===== src/rtl/multiplier_control.sv =====
// rtl/multiplier_control.sv - sequencing FSM for an N-step shift-add multiplier
module multiplier_control #(
    parameter int N = 4
) (
    input  logic clock_i,
    input  logic reset_i,
    input  logic in_valid_i,
    output logic in_ready_o,
    output logic out_valid_o,
    input  logic out_ready_i,
    input  logic multiplier_lsb_i,
    input  logic count_is_zero_i,
    output logic do_load_o,
    output logic do_preset_o,
    output logic do_add_o,
    output logic do_shift_o,
    output logic do_decrement_o,
    output logic busy_o,
    output logic step_error_o
);
    localparam int WW = $clog2(N + 1);
    localparam logic [WW-1:0] WD_LAST = WW'(N - 1);

    typedef enum logic [1:0] {IDLE, STEP, DONE} state_t;

    state_t        state_q, state_d;
    logic [WW-1:0] wd_q, wd_d;
    logic          err_q, err_d;
    logic          in_idle, in_step, in_done, overrun;

    assign in_idle = (state_q == IDLE);
    assign in_step = (state_q == STEP);
    assign in_done = (state_q == DONE);
    // Last permitted step cycle reached but the counter never hit zero.
    assign overrun = in_step && !count_is_zero_i && (wd_q == WD_LAST);

    always_comb begin
        state_d = state_q;
        wd_d    = wd_q;
        err_d   = err_q;
        case (state_q)
            IDLE: begin
                if (in_valid_i) begin
                    state_d = STEP;
                    wd_d    = '0;
                end
            end
            STEP: begin
                wd_d = wd_q + WW'(1);
                if (count_is_zero_i || overrun) begin
                    state_d = DONE;
                end
                if (overrun) begin
                    err_d = 1'b1;
                end
            end
            DONE: begin
                if (out_ready_i) begin
                    state_d = IDLE;
                end
            end
            default: state_d = IDLE;
        endcase
    end

    always_ff @(posedge clock_i or posedge reset_i) begin
        if (reset_i) begin
            state_q <= IDLE;
            wd_q    <= '0;
            err_q   <= 1'b0;
        end else begin
            state_q <= state_d;
            wd_q    <= wd_d;
            err_q   <= err_d;
        end
    end

    // Everything is gated by reset so nothing leaks out while it is held.
    assign in_ready_o     = !reset_i && in_idle;
    assign out_valid_o    = !reset_i && in_done;
    assign busy_o         = !reset_i && !in_idle;
    assign do_load_o      = !reset_i && in_idle && in_valid_i;
    assign do_preset_o    = !reset_i && in_idle && in_valid_i;
    assign do_shift_o     = !reset_i && in_step;
    assign do_add_o       = !reset_i && in_step && multiplier_lsb_i;
    assign do_decrement_o = !reset_i && in_step && !count_is_zero_i && !overrun;
    assign step_error_o   = err_q;
endmodule


===== config.mk =====
export PLATFORM = sky130hd
export DESIGN_NAME = multiplier_control
export DESIGN_NICKNAME = d
export VERILOG_FILES = /design/src/rtl/multiplier_control.sv
export SDC_FILE = /design/constraint.sdc
export NUM_CORES = 1
export LEC_CHECK = 0
export CORE_AREA = 4 4 41 43
export DETAILED_ROUTE_END_ITERATION = 12
export DIE_AREA = 0 0 45 47
export SYNTH_ARGS = -nofsm -noshare
export SYNTH_HDL_FRONTEND = slang
export SYNTH_SLANG_ARGS = --single-unit

===== constraint.sdc =====
create_clock -name clock_i -period 1.3 [get_ports clock_i]
set_input_delay 0.26 -clock clock_i [delete_from_list [all_inputs] [get_ports clock_i]]
set_output_delay 0.26 -clock clock_i [all_outputs]
set_load 0.1 [all_outputs]

==> reports/metrics.yaml <==
power_and_ir_drop:
  p_int_mw: 1.261
  power_density_nw_per_um2: 2787
  clock_power_share_pct: 8.0
  swShare_pct: 47.60
  power_frac_seq_pct: 16.6
  p_sw_mw: 1.145
  p_comb_share_pct: 75.4
  p_leak_nw: 0.3873
  irDropWorstVdd_mv: 1.953
floorplan:
  rows: 13
  die_area_um2: 2115
  die_w_um: 45
  core_um2: 1301
  die_height_um: 47
  start_util_pct: 25.58
  io_pins: 15
placed_design:
  dpl_cell_area_um2: 729.5
  dp_hpwl_um: 797.9
  dp.cells: 73
  gp_congestion: 0.7503
  io_buffers: 14
outcome:
  status: "finished with violations"
  violations: "setup timing"
grt:
  grt_pass1_vias: 381
  grt_pass1_wl_um: 1738
  antenna_found_initial: 0
  grt-ovfl-total: 0
  grt_max_degree: 8
  grt_usage_pct: 12.19
timing:
  rsz0062_at_grt: "true"
  min_period_ns: 1.686
  skew_ns: 0.007968
  max_freq_mhz: 593.0
  period_share_pct: 129.7
  worst_pin_slew_ns: 0.2957
  max_slew_margin_pct: 80.25
  slew_violations: 0
  setup_viol: 9
  layout_setup_ws_ns: -0.3863
  hold_viol_final: 0
cts:
  cts_buffer_depth: 2
  cts_sinks: 6
  hold_buffers: 0
  cts_buffers: 3
  root_buffer: "clkbuf_4"
  clk_pin_slew_ns: 0.05
  clk_latency_ns: 0.25
  cts_htree_levels: 1
  cts_tree: "yes"
setup_path:
  end_kind: "output port"
  r2r-start: "wd_q[1]"
  slowest_delay_ns: 0.38
  cp.required_ns: 1.04
  start_kind: "register"
  r2r_cells: 5
  crit_chain: "ha_2 > ha_4 > nor2_4 > and3_4 > buf_12"
  r2r_end: "state_q[0]"
  reg2reg_slack_ns: -0.14
  critPathTopFamily: "flip-flops"
  critPathSlowestCell: "dfrtp_1"
  worstSetupPathType: "register to output port"
  crit_fanout: 2
  worstPathArrival_ns: 1.43
  worst-path-buf-inv: 1
drt:
  num_vias: 386
  routedWlPerCell_um: 12.98
  wirelength_um: 1103
  detail-route-antenna-nets: 0
  drt-initial-drc-count: 9
  vias_per_cell: 4.541
  drtPass1Iterations: 4
  remaining_drc_errors: 0
logic_synthesis:
  ys_types: 18
  synth_nets: 41
  syn_inst: 33
  synth_seq_cells: 6
  netlist_area_um2: 332.8
  synth_compound_area_share_pct: 14.66
  synthMuxAreaShare_pct: 3.383
  yosys.area_share.simple_pct: 23.68
  synth_xor_area_share_pct: 0
  seq_area_frac_synth_pct: 45.11
  yosysWarnings: 0
  syn_area_per_cell_um2: 10.09
  synth_fa_ha_area_share_pct: 7.519
  synth_top_family_by_area: "simple AND/OR/NAND/NOR gates"
layout:
  fin_area_um2: 863.3
  layout.cells.non_filler: 85
  diodes: 0
  fill_cells: 102
  area_growth_pct: 159.4
  drive_gt1_share_pct: 72.86
  finalNetCount: 79
hold_path:
  hp-class: "primary input to asynchronous set/reset pin"
run:
  cap_violations: 0
-- flip-flops by register name (all words and copies together) (netlist names) --
name and count:
state_q 2, wd_q 3, step_error_o 1
-- synthesized netlist by cell type --
| master | number | area share [%] |
|---|---|---|
| o22ai_1 | 1 | 1.9 |
| nor3_1 | 1 | 1.5 |
| nor2_1 | 5 | 5.6 |
| or3b_1 | 1 | 2.6 |
| dfrtp_1 | 6 | 45 |
| o21bai_1 | 1 | 2.3 |
| mux2_2 | 1 | 3.4 |
| ha_1 | 2 | 7.5 |
| a22o_1 | 1 | 2.6 |
| buf_4 | 1 | 2.3 |
| nor2b_2 | 1 | 2.6 |
| a21oi_2 | 1 | 2.6 |
| a31o_1 | 1 | 2.6 |
| and2_1 | 1 | 1.9 |
| and3_1 | 2 | 3.8 |
| inv_1 | 3 | 3.4 |
| o2bb2ai_1 | 1 | 2.6 |
| nand2b_1 | 3 | 5.6 |
-- placed cells by master (no fill, tap or decap) --
cell type and count:
a21oi_2 1, nand2b_4 2, ha_4 1, buf_6 4
nor2_4 5, nor3_4 1, nor2b_4 1, o2bb2ai_1 1
buf_12 9, ha_2 1, and3_4 2, or3b_1 1
dfrtp_2 2, mux2_2 1, a22o_1 1, clkdlybuf4s50_1 4
dlygate4sd2_1 1, dfrtp_1 4, a31o_1 1, and2_4 1
clkbuf_1 1, inv_2 1, o21bai_1 1, o22ai_1 1
inv_1 2, buf_4 16, clkbuf_4 3, nand2b_1 1
-- routing by layer --
layer,routed length (um),global-route usage [%],up-vias
met5,0,0,-
met4,0,7.018,0
met3,85,5.364,0
met2,571,22.32,17
met1,445,11.19,182
li1,-,-,187
-- per-stage QoR --
| stage | util (%) | total power, mW | TNS, ns | worst slack [ns] | hold WS (ns) |
|---|---|---|---|---|---|
| 6_report | 66.35 | 2.406 | -1.921 | -0.3863 | 0.07226 |
| 5_1_grt | 66.35 | 2.530 | -2.480 | -0.4448 | 0.07352 |
| 3_3_place_gp | 56.06 | 1.858 | -1.867 | -0.2480 | 0.4769 |
| 4_1_cts | 62.21 | 2.257 | -1.773 | -0.4097 | 0.06520 |
| 3_5_place_dp | 56.06 | 1.896 | -1.992 | -0.2623 | 0.4895 |
| 2_1_floorplan | - | 1.301 | -2.236 | -0.9566 | 0.06822 |
-- kinds of logic (layout without fill, tap and decap cells) --
group | Yosys count | after routing
muxes | 1 | 1
adders and majority gates | 2 | 2
AOI/OAI and AO/OA | 6 | 6
DFF | 6 | 6
and+or+nand+nor | 14 | 14
buffers and inverters | 4 | 41
-- final cells by class --
class | instances | area [um2] | share of cell area (%)
clock buffer | 4 | 26.28 | 3.043
inverter | 3 | 11.26 | 1.304
multi-input combinational | 23 | 260.3 | 30.14
sequential | 6 | 152.6 | 17.68
tap | 15 | 18.77 | 2.174
timing repair buffer | 34 | 394.1 | 45.65
-- worst max path at each step --
stage / start / end / slack, ns / depth (start not counted)
final: wd_q[1] / do_decrement_o / -0.39 / 5
after global routing: wd_q[0] / do_decrement_o / -0.44 / 5
after CTS: wd_q[1] / do_decrement_o / -0.41 / 5
after detailed placement: reset_i / do_preset_o / -0.26 / 4
after global placement: reset_i / do_load_o / -0.25 / 4
after floorplan: state_q[0] / do_preset_o / -0.96 / 3
-- power by group through the flow --
stage	combinational (mW)	clock [mW]	sequential, mW
2_1_floorplan	0.840	0	0.460
3_3_place_gp	1.48	0	0.373
3_5_place_dp	1.51	0	0.385
4_1_cts	1.65	0.200	0.405
5_1_grt	1.90	0.219	0.408
6_report	1.81	0.193	0.398
-- what timing repair did --
item | 4_1_cts | 5_1_grt
pin swaps | 2 | 3
gates cloned | 0 | 0
resized for setup | 9 | 4
buffers inserted | 3 | 5
setup endpoints to repair | 9 | 10
No activity file was read; power rests on OpenSTA's default activity.
